**src/rtl/div_pkg.sv**
```systemverilog
// Shared divider constants and helpers, used by operand preparation and the result stage.
package div_pkg;

  localparam int unsigned DIV_WIDTH = 32;
  localparam int unsigned DIV_IDX_W = $clog2(DIV_WIDTH);

  // Two's-complement negation modulo 2^DIV_WIDTH; the most negative value maps to itself.
  function automatic logic [DIV_WIDTH-1:0] negate(input logic [DIV_WIDTH-1:0] x);
    return ~x + DIV_WIDTH'(1);
  endfunction

endpackage

```
**src/rtl/msb_priority_encoder.sv**
```systemverilog
// Combinational index of the highest set bit; an all-zero input yields index 0.
module msb_priority_encoder #(
  parameter int unsigned WIDTH = 32,
  parameter int unsigned IDX_W = $clog2(WIDTH)
) (
  input  logic [WIDTH-1:0] value,
  output logic [IDX_W-1:0] index
);

  always_comb begin
    index = '0;
    // Ascending scan, so the last hit is the most significant one.
    for (int unsigned i = 0; i < WIDTH; i++) begin
      if (value[i]) begin
        index = IDX_W'(i);
      end
    end
  end

endmodule

```
**src/rtl/msb_sign_inverter.sv**
```systemverilog
// Divider operand preparation: magnitudes, MSB indices, pre-alignment shift and result signs,
// all registered with a fixed one-cycle latency.
module msb_sign_inverter
  import div_pkg::*;
(
  input  logic                 clk,
  input  logic                 reset,
  input  logic                 valid_in,
  input  logic                 sign,
  input  logic [DIV_WIDTH-1:0] src_a,
  input  logic [DIV_WIDTH-1:0] src_b,
  output logic                 valid_out,
  output logic [DIV_WIDTH-1:0] neg_a,
  output logic [DIV_WIDTH-1:0] neg_b,
  output logic [DIV_WIDTH-1:0] abs_a,
  output logic [DIV_WIDTH-1:0] abs_b,
  output logic [DIV_IDX_W-1:0] msb_a,
  output logic [DIV_IDX_W-1:0] msb_b,
  output logic [DIV_IDX_W-1:0] shift_amt,
  output logic                 quot_neg,
  output logic                 rem_neg,
  output logic                 b_zero
);

  localparam int unsigned WIDTH = DIV_WIDTH;
  localparam int unsigned IDX_W = DIV_IDX_W;

  logic [WIDTH-1:0] neg_a_d, neg_b_d, abs_a_d, abs_b_d;
  logic [IDX_W-1:0] msb_a_d, msb_b_d, shift_amt_d;
  logic             quot_neg_d, rem_neg_d, b_zero_d;

  always_comb begin
    neg_a_d    = negate(src_a);
    neg_b_d    = negate(src_b);
    abs_a_d    = (sign && src_a[WIDTH-1]) ? neg_a_d : src_a;
    abs_b_d    = (sign && src_b[WIDTH-1]) ? neg_b_d : src_b;
    quot_neg_d = sign & (src_a[WIDTH-1] ^ src_b[WIDTH-1]);
    rem_neg_d  = sign & src_a[WIDTH-1];
    b_zero_d   = (src_b == '0);
  end

  msb_priority_encoder #(
    .WIDTH (WIDTH),
    .IDX_W (IDX_W)
  ) u_msb_a (
    .value (abs_a_d),
    .index (msb_a_d)
  );

  msb_priority_encoder #(
    .WIDTH (WIDTH),
    .IDX_W (IDX_W)
  ) u_msb_b (
    .value (abs_b_d),
    .index (msb_b_d)
  );

  // Saturate at zero when the divisor is already wider than the dividend.
  always_comb begin
    shift_amt_d = (msb_a_d >= msb_b_d) ? (msb_a_d - msb_b_d) : '0;
  end

  always_ff @(posedge clk) begin
    if (reset) begin
      valid_out <= 1'b0;
      neg_a     <= '0;
      neg_b     <= '0;
      abs_a     <= '0;
      abs_b     <= '0;
      msb_a     <= '0;
      msb_b     <= '0;
      shift_amt <= '0;
      quot_neg  <= 1'b0;
      rem_neg   <= 1'b0;
      b_zero    <= 1'b0;
    end else begin
      valid_out <= valid_in;
      neg_a     <= neg_a_d;
      neg_b     <= neg_b_d;
      abs_a     <= abs_a_d;
      abs_b     <= abs_b_d;
      msb_a     <= msb_a_d;
      msb_b     <= msb_b_d;
      shift_amt <= shift_amt_d;
      quot_neg  <= quot_neg_d;
      rem_neg   <= rem_neg_d;
      b_zero    <= b_zero_d;
    end
  end

endmodule

```
**config.mk**
```make
export PLATFORM = sky130hd
export DESIGN_NAME = msb_sign_inverter
export DESIGN_NICKNAME = d
export VERILOG_FILES = /design/src/rtl/div_pkg.sv /design/src/rtl/msb_priority_encoder.sv /design/src/rtl/msb_sign_inverter.sv
export SDC_FILE = /design/constraint.sdc
export NUM_CORES = 1
export LEC_CHECK = 0
export CAP_MARGIN = 20
export CORE_MARGIN = 1.5
export CORE_UTILIZATION = 49
export DETAILED_ROUTE_END_ITERATION = 10
export GPL_TIMING_DRIVEN = 0
export PLACE_DENSITY = 0.83
export SLEW_MARGIN = 20
export SYNTH_ARGS = -nofsm -noshare
export SYNTH_HDL_FRONTEND = slang
export SYNTH_HIERARCHICAL = 1
export SYNTH_SLANG_ARGS = --single-unit
```
**constraint.sdc**
```tcl
create_clock -name clk -period 7 [get_ports clk]
set_input_delay 2.1 -clock clk [delete_from_list [all_inputs] [get_ports clk]]
set_output_delay 2.1 -clock clk [all_outputs]
set_load 0.05 [all_outputs]
```
==> Word-level counts from Yosys, hierarchy flattened <==
Index checks and enable logic that the tools add are counted.
{ "totals": {"output_inout_bits": 147, "word_cells": 89, "in_bits": 68, "register_bits": 147} }
{ "classes": {"n_reduce_logical": 4, "n_lt_le_gt_ge": 1, "n_mux": 64, "add_sub_neg": 3, "bitwise_logic": 6} }
{ "op_table": {"columns": ["op", "n"], "rows": [
  ["$mux 5", 32],
  ["$add 32x1->32 const B", 2],
  ["$mux 32", 2],
  ["$mux 4", 16],
  ["$not 32->32", 2],
  ["$logic_not 32->1", 1],
  ["$mux 3", 8],
  ["$mux 2", 4],
  ["$ge 5x5->1", 1],
  ["$sub 5x5->5", 1],
  ["$and 1x1->1", 2],
  ["$logic_and 1x1->1", 2],
  ["$mux 1", 2],
  ["$reduce_or 2->1", 1],
  ["$not 1->1", 1],
  ["$xor 1x1->1", 1]
]} }

==> Longest topological paths before layout <==
Gate-level depths: netlist of the first run.
{ "depth": {"ltp_word": 37, "ltp_mapped": 19, "mapped_depth_nobuf": 17} }

==> Hierarchy <==
The synthesis of the first run kept the hierarchy.
{ "by_module_without_submodules": {"columns": ["mod", "instances", "seq_area_each_um2", "cells_per_inst", "area_each_um2"], "rows": [
  ["msb_sign_inverter", 1, 2902.8, 809, 7044.3],
  ["msb_priority_encoder", 2, 0.0, 60, 352.8]
]} }

==> Worst setup path after synthesis of the first run <==
No wires, ideal clock.
{ "synth_path": {"kind": "in2reg", "from": "in src_a[5]", "to": "reg shift_amt[4]", "stages": 18, "required_time_ns": 6.886, "setup_time_ns": 0.114, "arrival_time_ns": 5.714, "slack_ns": 1.171, "path_cell_list": "clkbuf_1 -> or4_1 -> buf_2 -> nor4b_4 -> buf_4 -> or3_1 -> nand2_1 -> or3_1 -> a221oi_1 -> o21ai_1 -> a221oi_2 -> inv_1 -> ha_1 -> fa_1 -> nor2b_1 -> o21ai_0 -> nor3b_1 -> a2111oi_0"} }
{ "synth_between": {"word_cells_on_any_way": 34, "classes_between": "add/sub: 2; order compare: 1; mux: 28; bitwise: 2; reduce/logical: 1"} }
{ "synth_lines": {"columns": ["item", "line", "source"], "rows": [
  ["from (decl)", "msb_sign_inverter.sv:10", "input logic [DIV_WIDTH-1:0] src_a,"],
  ["$not 32->32 *", "div_pkg.sv:9", "return ~x + DIV_WIDTH'(1);"],
  ["$add 32x1->32 *", "div_pkg.sv:9", null],
  ["$mux 32 *", "msb_sign_inverter.sv:35", "abs_a_d = (sign && src_a[WIDTH-1]) ? neg_a_d : src_a;"],
  ["net abs_a_d[14]", "msb_sign_inverter.sv:28", "logic [WIDTH-1:0] neg_a_d, neg_b_d, abs_a_d, abs_b_d;"],
  ["$mux 4 * (2 in a row)", "msb_priority_encoder.sv:14", "if (value[i]) begin"],
  ["$mux 5 * (16 in a row)", "msb_priority_encoder.sv:14", null],
  ["net msb_a_d[0]", "msb_sign_inverter.sv:29", "logic [IDX_W-1:0] msb_a_d, msb_b_d, shift_amt_d;"],
  ["$ge 5x5->1", "msb_sign_inverter.sv:60", "shift_amt_d = (msb_a_d >= msb_b_d) ? (msb_a_d - msb_b_d) : '0;"],
  ["$not 1->1 (no line)", null, null],
  ["$reduce_or 2->1 (no line)", null, null],
  ["to (signal assigned)", "msb_sign_inverter.sv:84", "shift_amt <= shift_amt_d;"],
  ["to (decl)", "msb_sign_inverter.sv:19", "output logic [DIV_IDX_W-1:0] shift_amt,"]
]} }
The timed path passes the listed nets; every way through them passes the cells marked *.
A chain may end at the register's enable or synchronous reset.

==> Worst setup path after layout of the first run <==
{ "layout_path": {"from": "in src_b[5]", "to": "reg shift_amt[4]"} }
{ "layout_between": {"word_cells_on_any_way": 34, "classes_between": "add/sub: 2; order compare: 1; mux: 28; bitwise: 2; reduce/logical: 1"} }
{ "layout_lines": {"columns": ["item", "line", "source"], "rows": [
  ["from (decl)", "msb_sign_inverter.sv:11", "input logic [DIV_WIDTH-1:0] src_b,"],
  ["$not 32->32 *", "div_pkg.sv:9", null],
  ["$add 32x1->32 *", "div_pkg.sv:9", null],
  ["$mux 32 *", "msb_sign_inverter.sv:36", "abs_b_d = (sign && src_b[WIDTH-1]) ? neg_b_d : src_b;"],
  ["net abs_b_d[24]", "msb_sign_inverter.sv:28", null],
  ["$mux 5 * (8 in a row)", "msb_priority_encoder.sv:14", null],
  ["net msb_b_d[1]", "msb_sign_inverter.sv:29", null],
  ["$ge 5x5->1", "msb_sign_inverter.sv:60", null],
  ["$not 1->1 (no line)", null, null],
  ["$reduce_or 2->1 (no line)", null, null]
]} }
Marked as above.

==> results.json, run 1 <==
{
  "status": "finished clean",
  "synth-main-ff-cell": "dfxtp_1",
  "post-route-util": 0.689,
  "setup_violations": 0,
  "rsz0062_at_grt": "no",
  "cp.required_ns": 7.28,
  "startpoint_type": "input port",
  "ant_nets": 0,
  "pwr-share-seq": 0.362,
  "hp-class": "in2reg",
  "placed_cell_area_mm2": 0.00994,
  "routed_wl_um": 25600,
  "numCtsBuffers": 17,
  "grt_busiest_layer": "met2",
  "hold_viol": 0,
  "synth_edf_count": 0,
  "ir_worst_vdd_mv": 0.166,
  "grt_max_degree": 17,
  "synth_top_area_frac": 0.375,
  "comb_power_share": 0.266,
  "grt_pass1_vias": 7362,
  "ys_ff_latch": 145,
  "ys_seq_area_frac": 0.375,
  "crit_type": "in2reg",
  "met1_usage": 0.432,
  "worstPathCellList": "clkdlybuf4s50_1 > or4_1 > clkbuf_1 > clkbuf_1 > nor2_2 > a311o_1 > nand2_1 > nor4_1 > o311ai_0 > o21ai_0 > inv_1 > ha_1 > nor2b_1 > o21a_1 > o21ai_0 > a2111oi_0",
  "htreeDepth": 4,
  "sw_frac_of_total": 0.330,
  "numClockSinks": 145,
  "die_area_mm2": 0.0166,
  "drc_errors": 0,
  "p_per_area_mw_per_mm2": 236,
  "synth_common_cells": "dfxtp_1, nor2_1, a21oi_1",
  "fin_crit_sh": 0.953,
  "p_leak_nw": 4.01,
  "synthTopCellsByArea": "dfxtp_1, nor2_1, xor2_1",
  "io_pins": 215,
  "maxCapViolations": 0,
  "yosys_warnings": 6,
  "ys_types": 65,
  "io_buffer_count": 192,
  "core_area_mm2": 0.0153,
  "power_frac_clock": 0.372,
  "p_int_w": 0.00167,
  "diodes": 0,
  "drv_slew": 0,
  "post_drt_wl_per_cell_um": 18.8,
  "cts_tree": "built",
  "viasPerCell": 5.91,
  "tightestPinTransition_ns": 0.921,
  "fillers": 1265,
  "start_util": 0.506,
  "grt_use_met2": 0.459,
  "clk_pin_slew_ns": 0.06,
  "track_usage": 0.304,
  "grt_pass1_wl_um": 38900,
  "relSlewSlack": 0.380,
  "slowest_delay_ns": 0.56,
  "syn_inst": 929,
  "yosysMostFrequentCell": "dfxtp_1",
  "syn_area_per_cell_um2": 8.34,
  "antenna_found_initial": 0,
  "crit_slowest_cell": "or4_1",
  "ys_async_sr_fraction": 0,
  "worstPathArrival_ns": 6.95,
  "cp_max_fo": 10,
  "die_x_um": 129,
  "drtIter0Drc": 981,
  "cts_root_buf": "clkbuf_16",
  "p_sw_w": 0.000821,
  "syn_nets": 1005,
  "drive_gt1_frac": 0.0918,
  "dp_hpwl_um": 19100,
  "globalplace.congestion": 0.998,
  "design_area_mm2": 0.0106,
  "grt.overflow.total": 0,
  "vias": 8073,
  "synth_area_leader_cell": "dfxtp_1",
  "fp.dieH_um": 129,
  "postCtsHoldBufs": 0,
  "syn_area_mm2": 0.00775,
  "use_met3": 0.0565,
  "period_needed_ns": 6.67,
  "row_count": 45,
  "area_growth_pct": 36.2,
  "end_kind": "flip-flop",
  "nNetsFinal": 1218,
  "clock.fmax_ghz": 0.150,
  "clk_path_buf_depth": 2,
  "first_pass_iters": 5
}
[power groups by stage]
stage	registers (W)	logic, W	clock network [W]
final	0.000900	0.000662	0.000925
after global routing	0.000904	0.000697	0.000969
after CTS	0.000901	0.000653	0.000933
after detailed placement	0.000918	0.000649	0
after global placement	0.000916	0.000645	0
after floorplan	0.00112	0.000220	0
[per-layer routing]
metal | routed length, µm | part of all wire
met5 | 0 | 0
met4 | 736 | 0.029
met3 | 2560 | 0.10
met2 | 11200 | 0.44
met1 | 11100 | 0.43
[path summary, 6_finish.rpt]
check | startpoint | endpoint | slack, ns | cells past startpoint
setup / recovery | src_b[5] | shift_amt[4] | 0.33 | 16
hold / removal | src_b[23] | neg_b[25] | 2.06 | 4
[through the flow]
step	setup TNS, ns	setup slack (ns)	total power, W	cells	hold slack [ns]
final	0	0.330	0.00249	1366	2.06
after global routing	0	0.0580	0.00257	1366	2.06
after CTS	0	0.373	0.00249	1364	2.04
after detailed placement	-0.197	-0.0759	0.00157	1332	2.49
after global placement	-0.0423	-0.0423	0.00156	1332	2.47
after floorplan	0	1.17	0.00134	929	2.19
[critical path, delay by kind of cell]
family	cells	cell delay, ns
adder cells (fa/ha/maj)	1	0.30
buffers and inverters	4	1.17
AND/OR/NAND/NOR	5	1.70
AO/OA/AOI/OAI	6	1.67
[cells by family after synthesis]
family,Yosys count,share of synthesized area
and+or+nand+nor,401,0.283
AOI/OAI and AO/OA,186,0.167
DFF,145,0.375
buffers and inverters,99,0.0521
xor gates and xnor gates,65,0.0735
muxes,25,0.0360
adders and majority gates,8,0.0139
[cell usage in the layout (no fill, tap or decap), types with 13 or more instances in the layout]
cell,synthesis,final
clkdlybuf4s50_1,0,192
dfxtp_1,145,145
nor2_1,118,117
a21oi_1,55,55
clkbuf_1,51,52
xor2_1,41,41
nor3_1,42,40
nand2_1,38,38
nor2b_1,34,34
and2_1,30,30
inv_1,29,29
nor4_1,27,27
xnor2_1,24,24
mux2_2,23,23
o21ai_0,20,20
nand4_1,19,19
clkbuf_16,0,17
nand3_1,15,15
a31oi_1,15,15
or3_1,15,15
or4_1,13,13
[state kept, by name, summed over array words and instances (netlist names)]
signal,cells
valid_out,1
msb_a,5
neg_a,32
rem_neg,1
quot_neg,1
msb_b,5
abs_a,31
neg_b,32
abs_b,31
b_zero,1
shift_amt,5
[final cells by class]
class	count	area, µm²	area share
Multi-Input combinational cell	685	4460	0.422
Sequential cell	145	2900	0.275
Timing Repair Buffer	194	1940	0.183
Clock buffer	18	429	0.0407
Buffer	70	295	0.0280
Tap cell	211	264	0.0250
Clock inverter	14	164	0.0155
Inverter	29	109	0.0103
[what timing repair did]
item,4_1_cts,5_1_grt
setup endpoints to repair,0,5
buffers inserted,0,2
resized for setup,0,1
(Power assumes the default switching activity.)
==> run 2: changes to the inputs <==
- CTS_CLUSTER_SIZE: unset -> 28
- PLACE_DENSITY: 0.83 -> unset
- PLACE_DENSITY_LB_ADDON: unset -> 0.1
- SETUP_SLACK_MARGIN: unset -> 0.5
==> run 2 against run 1 <==
  * Clock-buffer cell count up 2
  * Combinational power up 2%
  * Sequential share of layout area down 0.60 points
  * Core utilization up 1.5 points
  * Via count down 0.92%
  * Power up 2.8%
  * Maximum frequency up 6.5%
==> results.json, run 2 (same netlist as run 1, synthesis figures left out) <==
{
  "vias": 7999,
  "cts_tree": "built",
  "p_per_area_mw_per_mm2": 237,
  "crit_slowest_cell": "or3_1",
  "drc_errors": 0,
  "grt_max_degree": 17,
  "worstPathArrival_ns": 6.57,
  "routed_wl_um": 25400,
  "setup_violations": 0,
  "viasPerCell": 5.84,
  "grt.overflow.total": 0,
  "grt_pass1_vias": 7056,
  "pwr-share-seq": 0.352,
  "ir_worst_vdd_mv": 0.170,
  "worstPathCellList": "clkdlybuf4s50_1 > or3_1 > nor4b_4 > buf_4 > buf_6 > or3_1 > nand2_2 > or3_1 > a221oi_1 > o21ai_1 > a221oi_2 > inv_1 > ha_1 > fa_1 > nor2b_2 > o21ai_0 > nor3b_1 > a2111oi_1",
  "comb_power_share": 0.263,
  "reg.largest.list": "neg_a (32), neg_b (32)",
  "post_drt_wl_per_cell_um": 18.5,
  "fp.dieH_um": 129,
  "setup_tns_ns": 0,
  "use_met3": 0.0640,
  "numClockSinks": 145,
  "track_usage": 0.302,
  "end_kind": "flip-flop",
  "dp_hpwl_um": 18900,
  "startpoint_type": "input port",
  "power_frac_clock": 0.385,
  "crit_type": "in2reg",
  "antenna_found_initial": 1,
  "row_count": 45,
  "drv_slew": 0,
  "nNetsFinal": 1221,
  "clk_path_buf_depth": 2,
  "hold_viol": 0,
  "sw_frac_of_total": 0.320,
  "layout_common_cells": "clkdlybuf4s50_1, dfxtp_1, nor2_1",
  "core_area_mm2": 0.0153,
  "cp_max_fo": 10,
  "p_leak_nw": 4.12,
  "globalplace.congestion": 0.937,
  "met1_usage": 0.445,
  "post-route-util": 0.705,
  "final_common_cell": "clkdlybuf4s50_1",
  "slowest_delay_ns": 0.55,
  "die_area_mm2": 0.0166,
  "htreeDepth": 4,
  "clock.fmax_ghz": 0.160,
  "clk_pin_slew_ns": 0.07,
  "cp.required_ns": 7.31,
  "numCtsBuffers": 17,
  "die_x_um": 129,
  "grt_busiest_layer": "met1",
  "io_buffer_count": 192,
  "io_pins": 215,
  "dp_cells": 1332,
  "rsz0062_at_grt": "no",
  "p_int_w": 0.00174,
  "drive_gt1_frac": 0.114,
  "relSlewSlack": 0.408,
  "hp-class": "in2reg",
  "place_ws_ns": -0.0980,
  "fillers": 1279,
  "fin_ws_ns": 0.739,
  "ant_nets": 0,
  "power_w": 0.00256,
  "first_pass_iters": 6,
  "fin_crit_sh": 0.894,
  "maxCapViolations": 0,
  "area_growth_pct": 39.2,
  "final_cells": 1370,
  "drtIter0Drc": 744,
  "cp_common_cell": "or3_1",
  "grt_use_met2": 0.439,
  "grt_pass1_wl_um": 38700,
  "tightestPinTransition_ns": 0.881,
  "start_util": 0.506,
  "path_buf_inv": 4,
  "cp_top_family": "simple AND/OR/NAND/NOR gates",
  "cts_root_buf": "clkbuf_16",
  "period_needed_ns": 6.26,
  "p_sw_w": 0.000819,
  "status": "finished clean"
}
-- run 2: cell count changes in the layout (fill, tap and decap cells not counted), sizes merged --
cell,change
diode,+1
bufinv,+1
buf,+3
clkinv,-4
clkdlybuf4s50,-1
clkbuf,+2
dlymetal6s2s,+1
inv,+1
-- run 2: timing repair --
action,in CTS,in global routing
setup endpoints to repair,5,5
gates resized for setup,2,46
pin swaps,0,8
buffers inserted,1,4
hold buffers,0,0
-- run 2: worst paths after layout --
| check | end | cells past startpoint | startpoint | slack [ns] |
|---|---|---|---|---|
| max | shift_amt[4] | 18 | src_a[11] | 0.74 |
| min | abs_b[23] | 3 | src_b[23] | 2.05 |
-- run 2: final cells by class --
class                           count  area [µm²]  area share
Antenna cell                        1        2.50    0.000232
Buffer                             70         312      0.0289
Clock buffer                       20         467      0.0432
Clock inverter                     12         179      0.0166
Inverter                           29         109      0.0101
Multi-Input combinational cell    685        4590       0.426
Sequential cell                   145        2900       0.269
Tap cell                          211         264      0.0245
Timing Repair Buffer              197        1960       0.182
-- run 2: routing by layer --
metal | part of all wire | routed length, µm
met5 | 0 | 0
met3 | 0.091 | 2320
met2 | 0.43 | 10800
met4 | 0.018 | 463
met1 | 0.46 | 11700
-- run 2: power groups by stage --
stage	combinational (W)	clock, W	sequential [W]
after floorplan	0.000220	0	0.00112
after global placement	0.000647	0	0.000916
after detailed placement	0.000651	0	0.000917
after CTS	0.000656	0.000997	0.000900
after global routing	0.000709	0.00103	0.000904
final	0.000672	0.000985	0.000900
-- run 2: through the flow --
step | area, µm² | hold slack, ns
6_report | 10800 | 2.05
5_1_grt | 10800 | 2.07
4_1_cts | 10600 | 2.04
3_5_place_dp | 9940 | 2.47
3_3_place_gp | 9940 | 2.47
2_1_floorplan | 7750 | 2.19
